File: src/rtl/pb_counter.sv
// Debounced push-button press counter: 2-flop synchronizer, four-state debounce FSM,
// one-cycle press pulse, debounced level output and a 4-bit up/down wrap-around counter.
module pb_counter #(
    parameter int unsigned DEB_CYC = 50000
) (
    input  logic       clk,
    input  logic       rst_n,
    input  logic       key_n,
    input  logic       clr,
    input  logic       up,
    output logic       pressed,
    output logic       held,
    output logic [3:0] cnt
);

    typedef enum logic [1:0] {
        RELEASED,
        PRESS_WAIT,
        PRESSED,
        RELEASE_WAIT
    } state_t;

    localparam logic [15:0] DEB_LAST = 16'(DEB_CYC - 1);

    state_t      state;
    logic [15:0] dcnt;
    logic        sync1;
    logic        sync_n;
    logic        accept;

    always_ff @(posedge clk or negedge rst_n) begin
        if (!rst_n) begin
            sync1  <= 1'b1;
            sync_n <= 1'b1;
        end else begin
            sync1  <= key_n;
            sync_n <= sync1;
        end
    end

    // The press is accepted in the same cycle the FSM leaves PRESS_WAIT for PRESSED.
    always_comb begin
        accept = (state == PRESS_WAIT) && !sync_n && (dcnt == DEB_LAST);
    end

    always_ff @(posedge clk or negedge rst_n) begin
        if (!rst_n) begin
            state   <= RELEASED;
            dcnt    <= '0;
            pressed <= 1'b0;
            held    <= 1'b0;
        end else begin
            pressed <= 1'b0;
            case (state)
                RELEASED: begin
                    if (!sync_n) begin
                        state <= PRESS_WAIT;
                        dcnt  <= '0;
                    end
                end
                PRESS_WAIT: begin
                    if (sync_n) begin
                        state <= RELEASED;
                        dcnt  <= '0;
                    end else if (dcnt == DEB_LAST) begin
                        state   <= PRESSED;
                        dcnt    <= '0;
                        pressed <= 1'b1;
                        held    <= 1'b1;
                    end else begin
                        dcnt <= dcnt + 16'd1;
                    end
                end
                PRESSED: begin
                    if (sync_n) begin
                        state <= RELEASE_WAIT;
                        dcnt  <= '0;
                    end
                end
                RELEASE_WAIT: begin
                    if (!sync_n) begin
                        state <= PRESSED;
                        dcnt  <= '0;
                    end else if (dcnt == DEB_LAST) begin
                        state <= RELEASED;
                        dcnt  <= '0;
                        held  <= 1'b0;
                    end else begin
                        dcnt <= dcnt + 16'd1;
                    end
                end
                default: begin
                    state <= RELEASED;
                    dcnt  <= '0;
                    held  <= 1'b0;
                end
            endcase
        end
    end

    // Clear wins over a simultaneous accepted press.
    always_ff @(posedge clk or negedge rst_n) begin
        if (!rst_n) begin
            cnt <= '0;
        end else if (clr) begin
            cnt <= '0;
        end else if (accept) begin
            cnt <= up ? cnt + 4'd1 : cnt - 4'd1;
        end
    end

endmodule

File: config.mk
export PLATFORM = sky130hd
export DESIGN_NAME = pb_counter
export DESIGN_NICKNAME = d
export VERILOG_FILES = /design/src/rtl/pb_counter.sv
export SDC_FILE = /design/constraint.sdc
export NUM_CORES = 1
export LEC_CHECK = 0
export BUFFER_PORTS_ARGS = -buffer_cell sky130_fd_sc_hd__buf_2
export CORE_MARGIN = 4
export CORE_UTILIZATION = 40
export CTS_CLUSTER_DIAMETER = 50
export DETAILED_ROUTE_END_ITERATION = 10
export PLACE_DENSITY_LB_ADDON = 0.12
export SLEW_MARGIN = 20
export SYNTH_ARGS = -nofsm -noshare
export SYNTH_HDL_FRONTEND = slang
export SYNTH_SLANG_ARGS = --single-unit
File: constraint.sdc
create_clock -name clk -period 2.5 [get_ports clk]
set_clock_uncertainty 0.15 [all_clocks]
set_input_delay 0.25 -clock clk [delete_from_list [all_inputs] [get_ports clk]]
set_output_delay 0.25 -clock clk [all_outputs]
set_load 0.01 [all_outputs]
=== Yosys cells after proc, flatten, opt, wreduce, memory -nomap -nowiden ===
Cells that the tools add are included.

* $add $sub $neg: 3
* Equality and inequality tests: 12
* Muxes and demuxes: 24
* Reduce and logical (&&, ||, !) cells: 9

{| class="wikitable"
|+ Operator list
! kind !! count
|-
| 16-bit two-way mux || 5
|-
| 16-bit one-hot mux with 4 select lines || 1
|-
| 16-bit by 1-bit adder with 16-bit output, second input constant || 1
|-
| 16-bit equality test, second input constant || 1
|-
| 2-bit two-way mux || 6
|-
| 4-bit two-way mux || 3
|-
| 2-bit != test, second input constant || 5
|-
| 2-bit one-hot mux with 4 select lines || 1
|-
| 1-bit two-way mux || 7
|-
| 5-bit AND reduction || 1
|-
| 4-bit by 1-bit adder with 4-bit output, second input constant || 1
|-
| 2-bit equality test, second input constant || 2
|-
| 4-bit AND reduction || 1
|-
| 2-bit nonzero test || 2
|-
| 4-bit by 1-bit subtractor with 4-bit output, second input constant || 1
|-
| 3-bit by 2-bit != test with 1-bit output, second input constant || 1
|-
| 3-bit != test, second input constant || 1
|-
| 2-bit by 1-bit equality test with 1-bit output, second input constant || 1
|-
| 1-bit logical AND || 2
|-
| 2-bit logical NOT || 1
|-
| 2-bit by 1-bit != test with 1-bit output, second input constant || 1
|-
| 1-bit one-hot mux with 2 select lines || 1
|-
| 2-bit AND reduction || 1
|-
| 1-bit logical NOT || 1
|}

* Flip-flop bits (word level): 26
* Bits of input ports: 5
* Output and inout bits: 6
* Logic and storage cells: 55

=== Longest topological paths before layout ===
Gate-level depths: netlist of the first run.

* Word-level depth: 5
* Gate-level depth with buffers: 7
* Mapped depth without buffers: 6

=== Worst setup path after synthesis of the first run ===
Ideal clock, no wire load.

* Path type: flip-flop to flip-flop
* Start point: register dcnt[0]
* End point: register dcnt[6]
* Setup time: 0.128 ns
* Data arrival time: 1.514 ns
* Required time: 2.222 ns
* Slack: 0.708 ns
* Stages on the path, launching flop included: 8
* Buffers on the path: 2
* Clock period less this slack: 1.792 ns
* Cells stage by stage: dfrtp_1 > ha_1 > and3_1 > buf_2 > nand4_2 > buf_2 > a31oi_1 > o22ai_1

* Longest elaborated chain between the ends: 4
* Elaborated cells on any way between the ends: 6

{| class="wikitable"
|+ Ends and longest elaborated chain
! what !! line !! RTL
|-
| start, declared || 26 || <nowiki>logic [15:0] dcnt;</nowiki>
|-
| start signal, assigned || 71 || <nowiki>dcnt <= dcnt + 16'd1;</nowiki>
|-
| start signal, assigned || 89 || <nowiki>dcnt <= dcnt + 16'd1;</nowiki>
|-
| 16-bit by 1-bit adder with 16-bit output / 16-bit equality test (equally long branches) || n/a ||
|-
| 16-bit two-way mux * || 65, 84 ||
|-
| 16-bit two-way mux, on equally long branches || 81, 62 ||
|-
| 16-bit one-hot mux with 4 select lines * || 54 || <nowiki>case (state)</nowiki>
|}

Every way passes the cells marked *; elsewhere a longest branch is shown, timed or not.
A chain may end at the register's enable or synchronous reset.

==> run summary, run 1 <==
final worst slack = 0.416 ns
remaining antenna violation count = 0
status = finished, final reports clean
dominant synthesized flop cell = dfrtp_1
dpl hpwl = 2.47 mm
# resized after CTS = 0
async set or reset register ratio after synthesis = 100%
1st-iter DRT viols = 50
I/O pin total = 11
Sink Count = 26
CP arrival = 2.14 ns
initial antenna violation count = 0
Layout area overhead = 10.6%
Mean Syn Cell Area = 9.65 µm²
clk buf depth = 2
Final setup viols = 0
fin crit period = 2.08 ns
cell with the most instances after synthesis = dfrtp_1
Post-CTS Setup Repair Bufs = 0
cell taking the most area after synthesis = dfrtp_1
Setup Total Neg Slack = 0 ns
die area = 4780 µm²
top cells by count, synth = dfrtp_1, nand3_1, a31oi_1
Initial Util = 43.1%
Synth top area share = 40.1%
Yosys cell types = 40
Post-synth EDFFs = 0
Rows = 21
Hold Fails Final Rpt = 0
vias in the first global route = 1218
Worst-path clk slew = 0.09 ns
CTS tree = yes
Chip Height = 69.2 µm
# diodes = 0
later-pin clock latency in the skew report = 0.27 ns
PD cells = 678 nW/µm²
Final Cycle Share = 83.4%
leakage = 0.716 nW
routed vias/inst = 6.04
Yosys reg bits = 26
area of the mapped netlist = 1500 µm²
Placer Congestion = 0.800
Setup crit start = dcnt[4]$_DFFE_PN0P_
CP Max Fanout = 14
Cells after Synth = 155
Synth Net Count = 164
Setup crit end kind = flip-flop
core area = 3470 µm²
largest net degree at the start of global routing = 27
crit path launch type = flip-flop
cells on worst reg2reg path = 4
H-Tree Depth = 1
Ys Warns = 0
top cells by area, synth = dfrtp_1, a31oi_1, nand3_1, dfstp_2, and4_1
Setup WS pre-CTS = 0.448 ns
nets@finish = 176
Worst Hold Class = in2reg
Die Span X = 69.2 µm
total gr overflow = 0
Worst slew margin = 48.7%
layout cells sized above 1 = 15.7%
number of CTS-inserted buffers = 3
Routed wire per std cell = 16.0 µm
R2R setup slack = 0.42 ns
first-pass GRT wire length = 6.00 mm
DRC = 0
actual slew at the worst max-slew pin = 0.767 ns
RSZ-0062 raised after global routing = false
PortBufs = 10
fmax = 480 MHz
Max VDD drop = 482 µV
DRT Pass-1 Iters = 4
Worst EP required = 2.55 ns
Max Slew Vio Count = 0
CTS root buf = clkbuf_8
GRT Total Usage = 15.3%
Crit Path Class = reg2reg
max-cap violations = 0
hold bufs inserted after CTS = 2
r2r startpoint = dcnt[4]$_DFFE_PN0P_
drt total wl = 3.39 mm
DR vias = 1280
sequential-to-total area share from yosys stat = 43.6%
## how the worst min path moves through the flow
stage,from,end,slack (ns),cells past startpoint
5_1_grt,clr,cnt[0]$_DFFE_PN0P_,0.05,2
3_5_place_dp,rst_n,dcnt[12]$_DFFE_PN0P_,0.14,1
4_1_cts,clr,cnt[1]$_DFFE_PN0P_,0.04,2
6_report,clr,cnt[1]$_DFFE_PN0P_,0.04,2
2_1_floorplan,rst_n,async pin,-0.20,0
3_3_place_gp,rst_n,dcnt[8]$_DFFE_PN0P_,0.12,1
## report_power, final
part | leakage [nW] | switching (mW) | internal [mW] | total (mW)
Clock | 0.0228 | 0.131 | 0.114 | 0.245
Sequential | 0.351 | 0.0508 | 0.457 | 0.508
Combinational | 0.342 | 0.230 | 0.140 | 0.369
Total | 0.716 | 0.411 | 0.711 | 1.12
## kinds of logic (layout without fill, tap and decap cells)
| kind of cell | count (synthesis) | after routing | synth area share [%] |
|---|---|---|---|
| adder cells (fa/ha/maj) | 4 | 4 | 3.85 |
| buffers and inverters | 14 | 25 | 3.93 |
| multiplexers | 3 | 3 | 2.09 |
| AND/OR/NAND/NOR | 62 | 62 | 25.7 |
| AO/OA/AOI/OAI | 43 | 43 | 19.1 |
| flip-flops | 26 | 26 | 43.6 |
| XOR/XNOR | 3 | 3 | 1.76 |
## cell type report
cell class / count / area (µm²)
fillers: 336 / 1810
multi-input cells: 115 / 785
flip-flops and latches: 26 / 653
repair buffers: 15 / 92.6
well taps: 46 / 57.6
clock buffers: 4 / 45.0
inverters: 6 / 22.5
## metrics by stage
| step | util (%) | instances | hold slack (ns) | power [mW] | area (µm²) |
|---|---|---|---|---|---|
| 6_report | 47.7 | 212 | 0.0440 | 1.12 | 1660 |
| 5_1_grt | 47.7 | 212 | 0.0487 | 1.21 | 1660 |
| 4_1_cts | 47.7 | 212 | 0.0366 | 1.13 | 1660 |
| 3_5_place_dp | 45.9 | 206 | 0.135 | 0.875 | 1590 |
| 3_3_place_gp | 45.9 | 206 | 0.123 | 0.872 | 1590 |
| 2_1_floorplan | - | 155 | -0.196 | 0.777 | 1500 |
## placed cells by master, fill, tap and decap left out, types with 2 or more instances in the layout
master	count
a31o_2	2
buf_4	3
dlygate4sd3_1	2
nand3_1	12
or2_2	2
o21ai_0	8
a22o_1	4
o22ai_1	2
a21oi_1	7
nand4_1	7
and2_1	3
o211ai_1	3
xnor2_1	3
inv_1	6
mux2i_1	2
buf_2	10
and4_1	5
and3_1	5
ha_1	3
and4b_1	2
a41oi_1	4
dfrtp_1	24
dfstp_2	2
a31oi_1	10
nor2b_1	2
clkbuf_8	3
nand2_1	7
nor2_1	9
## worst max-delay path, stage by stage, from the launching register on
cell,delay [ns]
dfrtp_1,0.48
nor4_4,0.38
nand4_2,0.36
a21boi_0,0.42
mux2i_1,0.23
## per-layer routing
| layer | GRT usage, % | vias up | share of wire, % |
|---|---|---|---|
| met5 | 0 | - | 0 |
| met4 | 3.25 | 0 | 0.53 |
| met3 | 3.63 | 2 | 3.9 |
| met2 | 22.0 | 28 | 44 |
| met1 | 23.2 | 631 | 51 |
| li1 | - | 619 | - |
## flip-flops by register name, summed over array words and instances, names as in the netlist, named ones only
signal   count
cnt          4
dcnt        16
held         1
pressed      1
state        1
sync1        1
sync_n       1
Power figures use the tool's default switching activity.
==> inputs of run 2 (changes only) <==
clock period = 2 ns   (was 2.5 ns; I/O delays follow)
==> run 2 against run 1 <==
Net effect: first-iteration DRC count up 88%; critical path depth is 1 higher; flip-flop and latch count unchanged; utilization grew 2.9 points; register-to-register slack worse by 0.30 ns; cell count is 4.7% higher; total power up 32%; hold slack improved by 0.17 ns; fmax grew 11%; combinational power grew 39%; sequential share of layout area decreased by 2.2 points; critical path type unchanged; largest cell class unchanged.
==> run summary, run 2 (synthesis results as in run 1) <==
Crit Path Class = reg2reg
RSZ-0062 raised after global routing = false
first-pass GRT wire length = 6.06 mm
Chip Height = 69.2 µm
Placer Congestion = 0.916
routed vias/inst = 5.83
crit path launch type = flip-flop
most frequent cells in the layout = dfrtp_1, nand3_1, buf_4
Sink Count = 26
Worst-path clk slew = 0.09 ns
CP Max Fanout = 4
max-cap violations = 0
PD cells = 844 nW/µm²
largest net degree at the start of global routing = 27
internal power = 0.958 mW
DR vias = 1294
CP arrival = 1.90 ns
Initial Util = 43.1%
status = finished, final reports clean
number of CTS-inserted buffers = 3
Final setup viols = 0
fmax = 531 MHz
Worst Hold Class = reg2reg
PortBufs = 10
clk buf depth = 2
Sequential Power Share = 42.5%
Die Span X = 69.2 µm
dpl hpwl = 2.53 mm
layout cells sized above 1 = 21.6%
R2R setup slack = 0.12 ns
Max VDD drop = 555 µV
FF-to-FF End = cnt[3]$_DFFE_PN0P_
core area = 3470 µm²
Worst slew margin = 61.2%
Critical Path End = cnt[3]$_DFFE_PN0P_
Regs by FF count = dcnt (16), cnt (4)
DRC = 0
r2r startpoint = dcnt[7]$_DFFE_PN0P_
die area = 4780 µm²
initial antenna violation count = 0
Pwr Total = 1.48 mW
Sw Share = 35.3%
Setup crit end kind = flip-flop
I/O pin total = 11
Top reg by flops = dcnt
Setup crit start = dcnt[7]$_DFFE_PN0P_
nets@finish = 186
leakage = 0.749 nW
H-Tree Depth = 1
combinational power share = 34.6%
max reg flops = 16
most common cell after layout, fill and taps aside = dfrtp_1
remaining antenna violation count = 0
1st-iter DRT viols = 94
total gr overflow = 0
Clock power frac = 22.9%
Max Slew Vio Count = 0
Rows = 21
Layout area overhead = 17.4%
fin crit period = 1.88 ns
actual slew at the worst max-slew pin = 0.582 ns
later-pin clock latency in the skew report = 0.27 ns
DRT Pass-1 Iters = 4
cells on worst reg2reg path = 5
# diodes = 0
Setup Total Neg Slack = 0 ns
Final Cycle Share = 94.2%
vias in the first global route = 1326
GRT Total Usage = 15.3%
CTS tree = yes
Worst EP required = 2.01 ns
Sw Pwr = 0.524 mW
Routed wire per std cell = 15.5 µm
CTS root buf = clkbuf_8
Hold Fails Final Rpt = 0
drt total wl = 3.43 mm
[run 2: final cells by class]
cell class | count | area, µm²
Sequential cell | 26 | 654
Inverter | 6 | 22.5
Tap cell | 46 | 57.6
Fill cell | 328 | 1710
Multi-Input combinational cell | 115 | 797
Timing Repair Buffer | 25 | 170
Clock buffer | 4 | 55.1
[run 2: critical path, cell delays in order (launching register included)]
cell	delay (ns)
dfrtp_2	0.45
nor4_4	0.34
buf_4	0.18
and4_1	0.23
o211ai_1	0.13
mux2_2	0.29
[run 2: per-layer routing]
layer  share of wire (%)  GRT usage (%)  vias to the layer above
li1                    -              -                      636
met1                  47           21.9                      620
met2                  46           22.2                       30
met3                 5.1           3.34                        8
met4                 1.5           6.07                        0
met5                   0              0                        -
[run 2: timing repair]
item                                    in CTS  in global routing
endpoints found under the setup margin       0                 12
gates resized for setup                      0                  3
hold buffers                                 3                  0
setup buffers                                0                  2
endpoints found under the hold margin       28                  0
[run 2: worst min-delay path by stage]
| stage | from | end | slack (ns) | cells after the start |
|---|---|---|---|---|
| detailed placement | rst_n | dcnt[8]$_DFFE_PN0P_ | 0.09 | 1 |
| finish | sync1$_DFF_PN1_ | sync_n$_DFF_PN1_ | 0.21 | 0 |
| global placement | rst_n | dcnt[8]$_DFFE_PN0P_ | 0.09 | 1 |
| floorplan | rst_n | async pin | -0.25 | 0 |
| CTS | sync1$_DFF_PN1_ | sync_n$_DFF_PN1_ | 0.21 | 0 |
| global route | sync1$_DFF_PN1_ | sync_n$_DFF_PN1_ | 0.22 | 0 |
[run 2: through the flow]
step | util (%) | setup WS, ns | area (µm²) | std cells | hold slack [ns]
after global routing | 50.6 | 0.00228 | 1760 | 222 | 0.220
after global placement | 47.4 | 0.154 | 1640 | 213 | 0.0873
after floorplan | - | 0.208 | 1500 | 155 | -0.246
after CTS | 49.8 | 0.0835 | 1730 | 220 | 0.214
final | 50.6 | 0.117 | 1760 | 222 | 0.211
after detailed placement | 47.4 | 0.106 | 1640 | 213 | 0.0876
[run 2: power groups by stage]
stage	sequential (mW)	combinational (mW)	clock [mW]
6_report	0.629	0.513	0.340
4_1_cts	0.632	0.500	0.355
3_5_place_dp	0.640	0.495	0
3_3_place_gp	0.635	0.491	0
5_1_grt	0.638	0.577	0.375
2_1_floorplan	0.624	0.347	0
